--- config.mk ---
export PLATFORM = sky130hd
export DESIGN_NAME = diff_eq_filter_flat
export DESIGN_NICKNAME = d
export VERILOG_FILES = /design/src/rtl/diff_eq_filter_if.sv /design/src/rtl/diff_eq_filter.sv /design/src/flat_wrapper.sv
export SDC_FILE = /design/constraint.sdc
export NUM_CORES = 1
export LEC_CHECK = 0
export ABC_AREA = 1
export ABC_CLOCK_PERIOD_IN_PS = 8700
export BUFFER_PORTS_ARGS = -buffer_cell sky130_fd_sc_hd__clkbuf_2
export CELL_PAD_IN_SITES_DETAIL_PLACEMENT = 0
export CELL_PAD_IN_SITES_GLOBAL_PLACEMENT = 1
export CORE_ASPECT_RATIO = 0.6
export CORE_MARGIN = 5
export CORE_UTILIZATION = 30
export DETAILED_ROUTE_END_ITERATION = 10
export GPL_TIMING_DRIVEN = 0
export PLACE_DENSITY_LB_ADDON = 0.1
export SYNTH_ARGS = -nofsm -noshare
export SYNTH_HDL_FRONTEND = slang
export SYNTH_SLANG_ARGS = --single-unit
--- constraint.sdc ---
create_clock -name clk -period 8.7 [get_ports clk]
set_clock_uncertainty 0.2 [all_clocks]
set_input_delay 0.87 -clock clk [delete_from_list [all_inputs] [get_ports clk]]
set_output_delay 0.87 -clock clk [all_outputs]
set_load 0.03 [all_outputs]
--- src/rtl/diff_eq_filter_if.sv ---
// diff_eq_filter_if
// Sample, handshake and coefficient-load signals for diff_eq_filter.
//   master : sample source / controller (drives x, in_valid, control and coefficient writes)
//   slave  : the filter (drives in_ready, y, out_valid, ovf)
// Signals:
//   x, in_valid, in_ready      input sample with valid/ready handshake
//   y, out_valid, ovf          output sample, one-cycle strobe, overflow flag
//   sat_en, clear              saturate-vs-wrap select, history clear / abort
//   coef_we, coef_sel,         coefficient write strobe, bank (0 = b, 1 = a),
//   coef_addr, coef_data       tap index and signed value
interface diff_eq_filter_if #(
   parameter int unsigned DATA_W = 8,
   parameter int unsigned COEF_W = 8
);
   logic signed [DATA_W-1:0] x;
   logic                     in_valid;
   logic                     in_ready;
   logic signed [DATA_W-1:0] y;
   logic                     out_valid;
   logic                     ovf;
   logic                     sat_en;
   logic                     clear;
   logic                     coef_we;
   logic                     coef_sel;
   logic [2:0]               coef_addr;
   logic signed [COEF_W-1:0] coef_data;

   modport master (
      output x, in_valid, sat_en, clear, coef_we, coef_sel, coef_addr, coef_data,
      input  in_ready, y, out_valid, ovf
   );

   modport slave (
      input  x, in_valid, sat_en, clear, coef_we, coef_sel, coef_addr, coef_data,
      output in_ready, y, out_valid, ovf
   );
endinterface

--- src/rtl/diff_eq_filter.sv ---
// diff_eq_filter
// Time-multiplexed constant-coefficient difference equation:
//   y[n] = sum(k=0..ORDER) b_k*x[n-k] + sum(k=1..ORDER) a_k*y[n-k]
// One multiply-accumulate per cycle, so one sample takes 2*ORDER+3 cycles.
// Coefficients are signed fixed point with COEF_FRAC fractional bits; the sum is
// rounded half-up, then saturated or wrapped to DATA_W. Reset coefficients
// (b_0 = a_1 = 1.0) give the plain accumulator y[n] = x[n] + y[n-1].
// Ports:
//   clk    rising-edge clock
//   reset  synchronous active-high reset
//   bus    diff_eq_filter_if slave modport (sample handshake, output, control, coef load)
module diff_eq_filter #(
   parameter int unsigned DATA_W    = 8,
   parameter int unsigned COEF_W    = 8,
   parameter int unsigned COEF_FRAC = 6,
   parameter int unsigned ORDER     = 2,
   parameter int unsigned ACC_W     = DATA_W + COEF_W + 4
) (
   input  logic            clk,
   input  logic            reset,
   diff_eq_filter_if.slave bus
);

   localparam int unsigned NumTaps = 2 * ORDER + 1;
   localparam int unsigned TapW    = $clog2(NumTaps);
   localparam int unsigned ProdW   = DATA_W + COEF_W;

   localparam logic signed [COEF_W-1:0] CoefOne   = COEF_W'(2 ** COEF_FRAC);
   localparam logic signed [ACC_W-1:0]  RoundHalf = ACC_W'(2 ** (COEF_FRAC - 1));
   localparam logic signed [ACC_W-1:0]  MaxVal    = ACC_W'(2 ** (DATA_W - 1) - 1);
   // ~(2^(N-1)-1) is -2^(N-1) in two's complement
   localparam logic signed [ACC_W-1:0]  MinVal    = ~MaxVal;

   typedef enum logic [1:0] {StIdle, StMac, StOut} state_e;

   state_e state_q, state_d;

   logic signed [COEF_W-1:0] b_q  [ORDER+1];  // b_0 .. b_ORDER
   logic signed [COEF_W-1:0] a_q  [ORDER];    // a_1 .. a_ORDER at index k-1
   logic signed [DATA_W-1:0] xh_q [ORDER+1];  // x0 (current) .. x_ORDER
   logic signed [DATA_W-1:0] yh_q [ORDER];    // y1 .. y_ORDER at index k-1
   logic signed [ACC_W-1:0]  acc_q;
   logic [TapW-1:0]          tap_q;
   logic signed [DATA_W-1:0] y_q;
   logic                     out_valid_q;
   logic                     ovf_q;

   logic signed [COEF_W-1:0] mac_coef;
   logic signed [DATA_W-1:0] mac_data;
   logic signed [ProdW-1:0]  prod;
   logic signed [ACC_W-1:0]  prod_ext;
   logic signed [ACC_W-1:0]  acc_rnd;
   logic signed [ACC_W-1:0]  r;
   logic                     ovf_c;
   logic signed [DATA_W-1:0] result;

   // ---------------------------------------------------------------- FSM
   always_ff @(posedge clk) begin
      if (reset) begin
         state_q <= StIdle;
      end else begin
         state_q <= state_d;
      end
   end

   always_comb begin
      state_d = state_q;
      if (bus.clear) begin
         state_d = StIdle;
      end else begin
         unique case (state_q)
            StIdle:  if (bus.in_valid) state_d = StMac;
            StMac:   if (tap_q == TapW'(NumTaps - 1)) state_d = StOut;
            StOut:   state_d = StIdle;
            default: state_d = StIdle;
         endcase
      end
   end

   always_comb begin
      bus.in_ready = (state_q == StIdle) && !bus.clear;
   end

   // ---------------------------------------------------------------- MAC operand select
   // Taps 0..ORDER walk the b bank over x0..x_ORDER, taps ORDER+1..2*ORDER the a bank over y1..
   always_comb begin
      mac_coef = '0;
      mac_data = '0;
      for (int k = 0; k <= int'(ORDER); k++) begin
         if (tap_q == TapW'(k)) begin
            mac_coef = b_q[k];
            mac_data = xh_q[k];
         end
      end
      for (int k = 1; k <= int'(ORDER); k++) begin
         if (tap_q == TapW'(int'(ORDER) + k)) begin
            mac_coef = a_q[k-1];
            mac_data = yh_q[k-1];
         end
      end
   end

   assign prod     = mac_coef * mac_data;
   assign prod_ext = {{(ACC_W - ProdW){prod[ProdW-1]}}, prod};

   // ---------------------------------------------------------------- round / clamp
   assign acc_rnd = acc_q + RoundHalf;
   assign r       = acc_rnd >>> COEF_FRAC;
   assign ovf_c   = (r > MaxVal) || (r < MinVal);

   always_comb begin
      result = r[DATA_W-1:0];
      if (ovf_c && bus.sat_en) begin
         result = (r > MaxVal) ? MaxVal[DATA_W-1:0] : MinVal[DATA_W-1:0];
      end
   end

   // ---------------------------------------------------------------- datapath
   always_ff @(posedge clk) begin
      if (reset) begin
         for (int k = 0; k <= int'(ORDER); k++) begin
            b_q[k]  <= (k == 0) ? CoefOne : '0;
            xh_q[k] <= '0;
         end
         for (int k = 0; k < int'(ORDER); k++) begin
            a_q[k]  <= (k == 0) ? CoefOne : '0;
            yh_q[k] <= '0;
         end
         acc_q       <= '0;
         tap_q       <= '0;
         y_q         <= '0;
         out_valid_q <= 1'b0;
         ovf_q       <= 1'b0;
      end else if (bus.clear) begin
         // Histories and result go to zero; coefficients survive
         for (int k = 0; k <= int'(ORDER); k++) xh_q[k] <= '0;
         for (int k = 0; k < int'(ORDER); k++) yh_q[k] <= '0;
         acc_q       <= '0;
         tap_q       <= '0;
         y_q         <= '0;
         out_valid_q <= 1'b0;
         ovf_q       <= 1'b0;
      end else begin
         out_valid_q <= 1'b0;
         unique case (state_q)
            StIdle: begin
               if (bus.in_valid) begin
                  xh_q[0] <= bus.x;
                  acc_q   <= '0;
                  tap_q   <= '0;
               end
               // Writes only land here so a sample never sees a mixed coefficient set
               if (bus.coef_we) begin
                  if (!bus.coef_sel) begin
                     for (int k = 0; k <= int'(ORDER); k++) begin
                        if (bus.coef_addr == 3'(k)) b_q[k] <= bus.coef_data;
                     end
                  end else begin
                     for (int k = 1; k <= int'(ORDER); k++) begin
                        if (bus.coef_addr == 3'(k)) a_q[k-1] <= bus.coef_data;
                     end
                  end
               end
            end
            StMac: begin
               acc_q <= acc_q + prod_ext;
               tap_q <= tap_q + 1'b1;
            end
            StOut: begin
               y_q         <= result;
               out_valid_q <= 1'b1;
               ovf_q       <= ovf_c;
               for (int k = int'(ORDER); k >= 1; k--) xh_q[k] <= xh_q[k-1];
               for (int k = int'(ORDER) - 1; k >= 1; k--) yh_q[k] <= yh_q[k-1];
               // Feedback uses the post-saturation/wrap value, same as what left the block
               yh_q[0] <= result;
            end
            default: ;
         endcase
      end
   end

   assign bus.y         = y_q;
   assign bus.out_valid = out_valid_q;
   assign bus.ovf       = ovf_q;

endmodule

--- src/flat_wrapper.sv ---
// flat-port wrapper written by rule: the top's interface ports become plain ports
module diff_eq_filter_flat 
#(
   parameter int unsigned DATA_W    = 8,
   parameter int unsigned COEF_W    = 8,
   parameter int unsigned COEF_FRAC = 6,
   parameter int unsigned ORDER     = 2,
   parameter int unsigned ACC_W     = DATA_W + COEF_W + 4
)
  (clk, reset, bus_x, bus_in_valid, bus_sat_en, bus_clear, bus_coef_we, bus_coef_sel, bus_coef_addr, bus_coef_data, bus_in_ready, bus_y, bus_out_valid, bus_ovf);
  diff_eq_filter_if #(.DATA_W(DATA_W), .COEF_W(COEF_W)) bus_i ();
  input  logic clk;
  input  logic reset;
  input wire logic [$bits(bus_i.x)-1:0] bus_x;
  input wire logic [$bits(bus_i.in_valid)-1:0] bus_in_valid;
  input wire logic [$bits(bus_i.sat_en)-1:0] bus_sat_en;
  input wire logic [$bits(bus_i.clear)-1:0] bus_clear;
  input wire logic [$bits(bus_i.coef_we)-1:0] bus_coef_we;
  input wire logic [$bits(bus_i.coef_sel)-1:0] bus_coef_sel;
  input wire logic [$bits(bus_i.coef_addr)-1:0] bus_coef_addr;
  input wire logic [$bits(bus_i.coef_data)-1:0] bus_coef_data;
  output wire logic [$bits(bus_i.in_ready)-1:0] bus_in_ready;
  output wire logic [$bits(bus_i.y)-1:0] bus_y;
  output wire logic [$bits(bus_i.out_valid)-1:0] bus_out_valid;
  output wire logic [$bits(bus_i.ovf)-1:0] bus_ovf;
  assign bus_i.x = bus_x;
  assign bus_i.in_valid = bus_in_valid;
  assign bus_i.sat_en = bus_sat_en;
  assign bus_i.clear = bus_clear;
  assign bus_i.coef_we = bus_coef_we;
  assign bus_i.coef_sel = bus_coef_sel;
  assign bus_i.coef_addr = bus_coef_addr;
  assign bus_i.coef_data = bus_coef_data;
  assign bus_in_ready = bus_i.in_ready;
  assign bus_y = bus_i.y;
  assign bus_out_valid = bus_i.out_valid;
  assign bus_ovf = bus_i.ovf;
  diff_eq_filter #(.DATA_W(DATA_W), .COEF_W(COEF_W), .COEF_FRAC(COEF_FRAC), .ORDER(ORDER), .ACC_W(ACC_W)) u_core (.clk(clk), .reset(reset), .bus(bus_i));
endmodule
======== Yosys cells after proc, flatten, opt, wreduce, memory -nomap -nowiden ========
Memories as Yosys holds them, arrays and structs flattened.
Cells that the tools add are included.
storage, ports and cells
  register bits after elaboration ......... 35
  RAM bits ................................ 80
  input port bits ......................... 26
  output and inout port bits .............. 11
  word-level logic and storage cells ...... 133
  memories ................................ 4
memory list
  name         depth  bits a word  read ports  clocked after Yosys merged registers in  write ports  line                  RTL
  u_core.b_q   3      8            3           0                                        3            diff_eq_filter.sv:38  logic signed [COEF_W-1:0] b_q [ORDER+1];
  u_core.xh_q  3      8            3           0                                        3            diff_eq_filter.sv:40  logic signed [DATA_W-1:0] xh_q [ORDER+1];
  u_core.a_q   2      8            2           0                                        2            diff_eq_filter.sv:39  logic signed [COEF_W-1:0] a_q [ORDER];
  u_core.yh_q  2      8            2           0                                        2            diff_eq_filter.sv:41  logic signed [DATA_W-1:0] yh_q [ORDER];
operators by class
  add/sub/neg operators ................... 3
  multipliers ............................. 1
  magnitude comparators ................... 2
  equality and inequality tests ........... 10
  multiplexer cells ....................... 81
  bitwise gates (word level) .............. 15
  reduce and logical (&&, ||, !) cells .... 11
operators by type and width
  cell                     number
  $mux W8                  27
  $mux W1                  47
  $pmux W20 S2             1
  $add A20 B16 Y20         1
  $add A20 B7 Y20 const B  1
  $mux W20                 1
  $mul A8 B8 Y16           1
  $or A1 B1 Y1             15
  $gt A14 B8 Y1 const B    1
  $lt A14 B8 Y1 const B    1
  $eq A3 B2 Y1 const B     3
  $eq A3 B1 Y1 const B     2
  $logic_not A3 Y1         2
  $pmux W3 S2              1
  $mux W2                  2
  $pmux W2 S2              1
  $reduce_and A2 Y1        2
  $add A3 B1 Y3 const B    1
  $eq A3 B3 Y1 const B     1
  $mux W3                  1
  $eq A2 B1 Y1 const B     1
  $eq A2 B2 Y1 const B     1
  $logic_and A1 B1 Y1      2
  $logic_not A2 Y1         1
  6 further kinds          6

======== Longest topological paths before layout ========
Gate-level depths: netlist of the first run.
  word-level depth ........................ 9
  depth in mapped cells ................... 31
  depth with buffers taken out ............ 30

======== Least setup slack after synthesis of the first run ========
Ideal clock, no wire load.
  kind .................................... reg2reg
  start ................................... register u_core.tap_q[0]
  end ..................................... register u_core.acc_q[12]
  setup time .............................. 0.132 ns
  arrival time ............................ 6.124 ns
  data required time ...................... 8.368 ns
  slack ................................... 2.243 ns
  cell stages (with the launch flop) ...... 26
  path buffers ............................ 2
  clock period less this slack ............ 6.457 ns
  path through ............................ dfxtp_1 -> ha_1 -> ha_1 -> buf_2 -> inv_1 -> clkbuf_1 -> o21ai_0 -> a21oi_1 -> o22ai_2 -> nor2_1 -> inv_1 -> fa_1 -> inv_1 -> fa_1 -> fa_1 -> fa_1 -> fa_1 -> ha_1 -> a21oi_1 -> o21ai_0 -> a21o_1 -> inv_1 -> o21bai_1 -> a21oi_1 -> o21ai_0 -> a21oi_1
between the ends
  longest elaborated chain between the ends .. 9
  elaborated cells between the ends (all ways) .. 18
  classes of those cells .................. add/sub (1); mul (1); eq/ne (4); mux (11); reduce/logical (1)
ends and longest elaborated chain
  element                   line                   RTL
  start: declaration        diff_eq_filter.sv:43   logic [TapW-1:0] tap_q;
  start signal: assignment  diff_eq_filter.sv:167  tap_q <= tap_q + 1'b1;
  $logic_not A3 Y1          diff_eq_filter.sv:90   if (tap_q == TapW'(k)) begin
  $mux W8 (3 in series)     diff_eq_filter.sv:90
  $mux W8 (2 in series)     diff_eq_filter.sv:96   if (tap_q == TapW'(int'(ORDER) + k)) begin
  $mul A8 B8 Y16 *          diff_eq_filter.sv:103  assign prod = mac_coef * mac_data;
  $add A20 B16 Y20 *        diff_eq_filter.sv:166  acc_q <= acc_q + prod_ext;
  $pmux W20 S2 *            diff_eq_filter.sv:145  unique case (state_q)
  end signal: assignment    diff_eq_filter.sv:166
  end: declaration          diff_eq_filter.sv:42   logic signed [ACC_W-1:0] acc_q;
Every way passes the cells marked *; elsewhere a longest branch is shown, timed or not.
A chain may end at the register's enable or synchronous reset.

======== Final worst setup path of the first run ========
  start ................................... register u_core.tap_q[2]
  end ..................................... register u_core.acc_q[12]
Same word-level chain as after synthesis.

==> results of run 1 <==
-- Yosys cell counts (7+ instances only) --
library cell  count  area [µm²]
inv_1           211         792
nand2_1         194         728
nor2_1          107         402
fa_1             88        1760
edfxtp_1         80        2400
a21oi_1          55         275
o21ai_0          54         270
ha_1             52         651
dfxtp_1          35         701
nand3_1          33         165
clkbuf_1         11        41.3
o22ai_1          10        62.6
a31oi_1           8        50.1
xnor2_1           7        61.3
-- metal layers --
| layer | global-route usage (%) | part of all wire [%] | wire (µm) | vias up |
|---|---|---|---|---|
| met5 | 0 | 0 | 0 | - |
| met2 | 18.8 | 32 | 8380 | 153 |
| li1 | - | - | - | 3365 |
| met1 | 30.5 | 63 | 16600 | 3232 |
| met4 | 3.63 | 0.84 | 222 | 0 |
| met3 | 3.08 | 4.7 | 1240 | 15 |
-- layout by cell type (no fill, tap or decap), types with 4 or more instances in the layout --
master / instances
a21oi_1: 55
a31oi_1: 8
buf_2: 4
clkbuf_1: 12
clkbuf_16: 17
clkbuf_2: 37
dfxtp_1: 35
edfxtp_1: 80
fa_1: 88
ha_1: 52
inv_1: 211
inv_2: 4
inv_6: 5
nand2_1: 194
nand2_2: 4
nand3_1: 33
nand4_1: 5
nor2_1: 105
nor2_2: 7
nor3_1: 6
o211ai_1: 5
o21ai_0: 53
o21ai_1: 5
o22ai_1: 10
o22ai_2: 4
or2_2: 6
xnor2_1: 7
xor2_1: 6
-- layout make-up --
class	count	share of cell area, %
multi-input combinational	677	48.2
sequential	115	30.2
inverter	216	7.90
tap	400	4.88
clock buffer	18	4.18
timing repair buffer	38	2.05
clock inverter	14	1.72
buffer	20	0.829
-- logic make-up (layout without fill, tap and decap cells) --
| family | Yosys count | in the layout | share of synthesized area (%) |
|---|---|---|---|
| DFF | 115 | 115 | 34.7 |
| AOI/OAI and AO/OA | 150 | 150 | 9.42 |
| xor gates and xnor gates | 13 | 13 | 1.27 |
| and+or+nand+nor | 374 | 374 | 17.6 |
| buffers and inverters | 236 | 306 | 10.0 |
| adders and majority gates | 140 | 140 | 27.0 |
-- how the worst max path moves through the flow --
stage	to	slack, ps	depth (start not counted)
2_1_floorplan	u_core.acc_q[12]	2240	25
3_5_place_dp	u_core.acc_q[12]	1170	25
5_1_grt	u_core.acc_q[12]	570	26
4_1_cts	u_core.acc_q[12]	1140	25
6_report	u_core.acc_q[12]	950	25
3_3_place_gp	u_core.acc_q[12]	110	24
-- power groups by stage --
| stage | logic (W) | registers (W) | clock network [W] |
|---|---|---|---|
| floorplan | 0.000320 | 0.000622 | 0 |
| detailed placement | 0.000464 | 0.000628 | 0 |
| CTS | 0.000469 | 0.000616 | 0.000740 |
| global route | 0.000542 | 0.000618 | 0.000768 |
| global placement | 0.000468 | 0.000628 | 0 |
| finish | 0.000469 | 0.000616 | 0.000728 |
-- critical path, stage by stage (launching register included) --
cell and delay (ps):
dfxtp_1 430, inv_2 80, ha_1 190, buf_2 190, inv_1 160, clkbuf_1 590, o21ai_0 180, a21oi_1 510
o22ai_1 260, nor2_2 180, buf_8 200, inv_1 80, fa_1 540, inv_1 50, fa_1 510, fa_1 470
fa_1 600, fa_1 440, ha_1 390, a21oi_1 260, o21ai_0 160, a21o_1 220, inv_1 70, o21bai_1 80
o21ai_0 420, a21oi_1 110
-- through the flow --
step,area (µm²),std cells,power (W)
global placement,9620,1464,0.00110
floorplan,8940,1028,0.000942
finish,10300,1498,0.00181
global route,10300,1498,0.00193
CTS,10300,1498,0.00183
detailed placement,9650,1466,0.00109
-- sequential cells by signal, indices dropped and copies added, names as in the netlist --
name and cells:
u_core.xh_q 24, u_core.yh_q 16, u_core.bus.out_valid 1, u_core.bus.y 8
u_core.a_q 16, u_core.b_q 24, u_core.bus.ovf 1, u_core.tap_q 3
u_core.state_q 2, u_core.acc_q 20
==> results.sh, run 1 <==
export IMPL_avgSynthCellArea_um2=8.70
export IMPL_port_buffers=36
export IMPL_peakVddDrop_v=0.0000866
export IMPL_clockPowerShare_pct=40.1
export IMPL_critPathKind="reg -> reg"
export IMPL_hpwl_mm=21.9
export IMPL_hold_buffers=0
export IMPL_syn_inst=1028
export IMPL_die_y_um=144
export IMPL_area_growth_pct=14.8
export IMPL_route_detailed_drc=0
export IMPL_gp_congestion=0.809
export IMPL_finalNetCount=1251
export IMPL_cts_max_level=4
export IMPL_slew_viol_final=0
export IMPL_rrSetupSlack_ps=950
export IMPL_holdPathEnd="u_core.bus.y[7]"
export IMPL_r2r_end="u_core.acc_q[12]"
export IMPL_hold_viol=0
export IMPL_grt_start_max_net_pins=17
export IMPL_wire_per_inst_um=17.7
export IMPL_cp_max_fo=13
export IMPL_synth_fp_nets=1194
export IMPL_grt_total_usage_pct=16.8
export IMPL_row_count=48
export IMPL_start_util_pct=30.8
export IMPL_synthFlopType="edfxtp_1"
export IMPL_p_sw_share_pct=32.8
export IMPL_utilization_pct=35.3
export IMPL_synth_edff_count=80
export IMPL_tightest_slew_ps=1000
export IMPL_vias_per_cell=4.52
export IMPL_fin_crit_sh_pct=89.1
export IMPL_fin_tns_setup_ps=0
export IMPL_cts_tree="done"
export IMPL_crit_path_end_kind="flop"
export IMPL_fmax_ghz=0.129
export IMPL_vias=6765
export IMPL_comb_power_share_pct=25.9
export IMPL_dieArea_um2=33500
export IMPL_grt_pass1_wl_mm=41.5
export IMPL_drive_gt1_share_pct=9.65
export IMPL_required_ps=8800
export IMPL_p_switching_w=0.000596
export IMPL_layout_setup_ws_ps=952
export IMPL_yosysSeqAreaShare_pct=34.7
export IMPL_startpoint="u_core.tap_q[2]"
export IMPL_antenna_cells=0
export IMPL_synth_area_um2=8940
export IMPL_leakagePower_nw=4.93
export IMPL_setup_viol=0
export IMPL_synth_cell_type_count=43
export IMPL_yosys_warnings=0
export IMPL_worstPathArrival_ps=7850
export IMPL_intPower_w=0.00122
export IMPL_seqPwrFrac_pct=34.0
export IMPL_antenna_left=0
export IMPL_cts_setup_buffers=0
export IMPL_multi_input_area_um2=4940
export IMPL_wl_mm=26.5
export IMPL_grt_setup_unrepaired="false"
export IMPL_antenna_found_initial=0
export IMPL_synth_seq_cells=115
export IMPL_die_w_um=233
export IMPL_clk_path_buf_depth=2
export IMPL_hold_slack_ps=256
export IMPL_startpoint_type="flop"
export IMPL_grt_pass1_vias=6800
export IMPL_async_flop_share_pct=0
export IMPL_core_um2=29100
export IMPL_r2r_start="u_core.tap_q[2]"
export IMPL_fill_cells=3029
export IMPL_rr_worst_depth=25
export IMPL_hp_start="u_core.bus.y[7]"
export IMPL_cts_sinks=115
export IMPL_regArea_um2=3100
export IMPL_cellPowerDensity_nw_per_um2=177
export IMPL_outcome="complete, no violations"
export IMPL_min_period_ps=7750
export IMPL_clock_latency_ps=430
export IMPL_dr_pass1_iters=6
export IMPL_gr_total_overflow=0
export IMPL_hp_class="reg -> reg"
export IMPL_cap_violations=0
export IMPL_max_slew_margin_pct=33.3
export IMPL_holdPathStages=2
export IMPL_ioPinCount=37
export IMPL_path_clk_slew_ps=60
export IMPL_numCtsBuffers=17
export IMPL_dp_slack_ps=1170
export IMPL_first_iter_violations=508
export IMPL_cts_root_buf="clkbuf_16"
export IMPL_cts_resized_gates=0
Note: power is estimated with default switching activity, not from simulation.
==> inputs of run 2 (changes only) <==
Settings changed: BUFFER_PORTS_ARGS -buffer_cell sky130_fd_sc_hd__clkbuf_2 to unset, CORE_UTILIZATION 30 to 37, DONT_BUFFER_PORTS set to 1.
==> results.sh, run 2 (synthesis gave the netlist of run 1 again) <==
export IMPL_outcome="complete, no violations"
export IMPL_core_um2=24000
export IMPL_layout_setup_ws_ps=1360
export IMPL_final_area_um2=9980
export IMPL_grt_total_usage_pct=19.0
export IMPL_clock_latency_ps=430
export IMPL_hp_start="u_core.acc_q[4]"
export IMPL_tightest_slew_ps=1300
export IMPL_clockPowerShare_pct=40.3
export IMPL_antenna_cells=0
export IMPL_clk_path_buf_depth=2
export IMPL_startpoint_type="flop"
export IMPL_p_switching_w=0.000577
export IMPL_grt_start_max_net_pins=17
export IMPL_utilization_pct=41.6
export IMPL_p_sw_share_pct=32.2
export IMPL_antenna_left=0
export IMPL_grt_pass1_vias=6613
export IMPL_cts_root_buf="clkbuf_16"
export IMPL_grt_setup_unrepaired="false"
export IMPL_slowest_delay_ps=720
export IMPL_cts_setup_buffers=0
export IMPL_rr_worst_depth=24
export IMPL_rrSetupSlack_ps=1360
export IMPL_final_common_cell="inv_1"
export IMPL_r2r_start="u_core.tap_q[1]"
export IMPL_first_iter_violations=479
export IMPL_hpwl_mm=20.5
export IMPL_setup_viol=0
export IMPL_hold_slack_ps=268
export IMPL_numCtsBuffers=17
export IMPL_die_y_um=130
export IMPL_ioPinCount=37
export IMPL_gr_total_overflow=0
export IMPL_worstPathArrival_ps=7430
export IMPL_seqPwrFrac_pct=34.5
export IMPL_path_cells="ha_1 > ha_1 > buf_2 > inv_1 > clkbuf_1 > o21ai_0 > a31oi_1 > o22ai_1 > inv_1 > nand2_1 > fa_1 > fa_1 > inv_1 > fa_1 > fa_1 > fa_1 > ha_1 > a21oi_1 > o21ai_0 > a21o_1 > nand3_1 > nand2_1 > o21ai_0 > a21oi_1"
export IMPL_required_ps=8790
export IMPL_grt_pass1_wl_mm=39.1
export IMPL_dp_slack_ps=1540
export IMPL_hold_buffers=0
export IMPL_cellPowerDensity_nw_per_um2=179
export IMPL_die_w_um=211
export IMPL_gp_congestion=0.825
export IMPL_startpoint="u_core.tap_q[1]"
export IMPL_route_detailed_drc=0
export IMPL_slowest_stage="o22ai_1"
export IMPL_cts_resized_gates=0
export IMPL_finalNetCount=1215
export IMPL_slew_viol_final=0
export IMPL_reg_top3="u_core.b_q (24), u_core.xh_q (24), u_core.acc_q (20)"
export IMPL_cpMostUsedCell="fa_1"
export IMPL_cap_violations=0
export IMPL_most_common_layout_cells="211 x inv_1, 194 x nand2_1, 105 x nor2_1, 88 x fa_1, 80 x edfxtp_1"
export IMPL_leakagePower_nw=4.77
export IMPL_cts_sinks=115
export IMPL_placed_area_um2=9380
export IMPL_vias=6681
export IMPL_hp_class="reg -> reg"
export IMPL_crit_path_end_kind="flop"
export IMPL_wl_mm=24.7
export IMPL_intPower_w=0.00121
export IMPL_start_util_pct=37.2
export IMPL_crit_end="u_core.acc_q[18]"
export IMPL_comb_power_share_pct=25.3
export IMPL_path_clk_slew_ps=70
export IMPL_fmax_ghz=0.136
export IMPL_wire_per_inst_um=17.9
export IMPL_area_growth_pct=11.7
export IMPL_dr_pass1_iters=5
export IMPL_fin_crit_sh_pct=84.4
export IMPL_max_slew_margin_pct=12.7
export IMPL_cp_max_fo=10
export IMPL_vias_per_cell=4.83
export IMPL_cts_tree="done"
export IMPL_critPathKind="reg -> reg"
export IMPL_peakVddDrop_v=0.000135
export IMPL_antenna_found_initial=0
export IMPL_port_buffers=0
export IMPL_hold_viol=0
export IMPL_dieArea_um2=27500
export IMPL_row_count=44
export IMPL_r2r_end="u_core.acc_q[18]"
export IMPL_cts_max_level=4
export IMPL_min_period_ps=7340
export IMPL_fin_tns_setup_ps=0
export IMPL_drive_gt1_share_pct=6.59
run 2: changes by cell type in the layout (fill, tap and decap cells not counted), sizes merged:
cell      change
clkbuf       -36
clkinv        -1
clkinvlp      +1
run 2: area by class of cell:
cell class | count | area, µm²
buffer | 20 | 85.1
clock inverter | 14 | 175
timing repair buffer | 2 | 30.0
clock buffer | 18 | 429
inverter | 216 | 811
fill | 2472 | 14000
multi-input combinational | 677 | 4940
tap | 322 | 403
sequential | 115 | 3100
run 2: how the worst min path moves through the flow:
stage | end | slack, ps | cells past startpoint
after floorplan | u_core.acc_q[1] | 240 | 2
after global placement | u_core.acc_q[1] | 250 | 2
after detailed placement | u_core.acc_q[4] | 260 | 2
after CTS | u_core.acc_q[4] | 270 | 2
after global routing | u_core.acc_q[4] | 300 | 2
final | u_core.acc_q[4] | 270 | 2
run 2: layer usage:
layer  vias to the layer above  routed length, µm  global-route usage [%]  part of all wire [%]
met4                         0                133                    3.43                  0.54
met3                         7               1530                    3.53                   6.2
met2                       157               8160                    21.8                    33
met5                         -                  0                       0                     0
met1                      3220              14900                    34.4                    60
li1                       3297                  -                       -                     -
run 2: per-stage QoR:
stage / cells / total power (W)
final: 1384 / 0.00179
after global routing: 1384 / 0.00190
after CTS: 1384 / 0.00180
after detailed placement: 1352 / 0.00108
after global placement: 1350 / 0.00108
after floorplan: 1028 / 0.000942
run 2: power groups by stage:
stage	clock (W)	combinational [W]	sequential, W
2_1_floorplan	0	0.000320	0.000622
3_3_place_gp	0	0.000452	0.000628
3_5_place_dp	0	0.000451	0.000628
4_1_cts	0.000730	0.000456	0.000616
5_1_grt	0.000760	0.000525	0.000618
6_report	0.000721	0.000452	0.000617
run 2: worst max-delay path, delay by kind of cell (launching register included):
family | cells | cell delay [ps]
buffers and inverters | 5 | 1070
adder cells (fa/ha/maj) | 8 | 3220
AND/OR/NAND/NOR | 3 | 350
AO/OA/AOI/OAI | 8 | 1970
flip-flops | 1 | 390
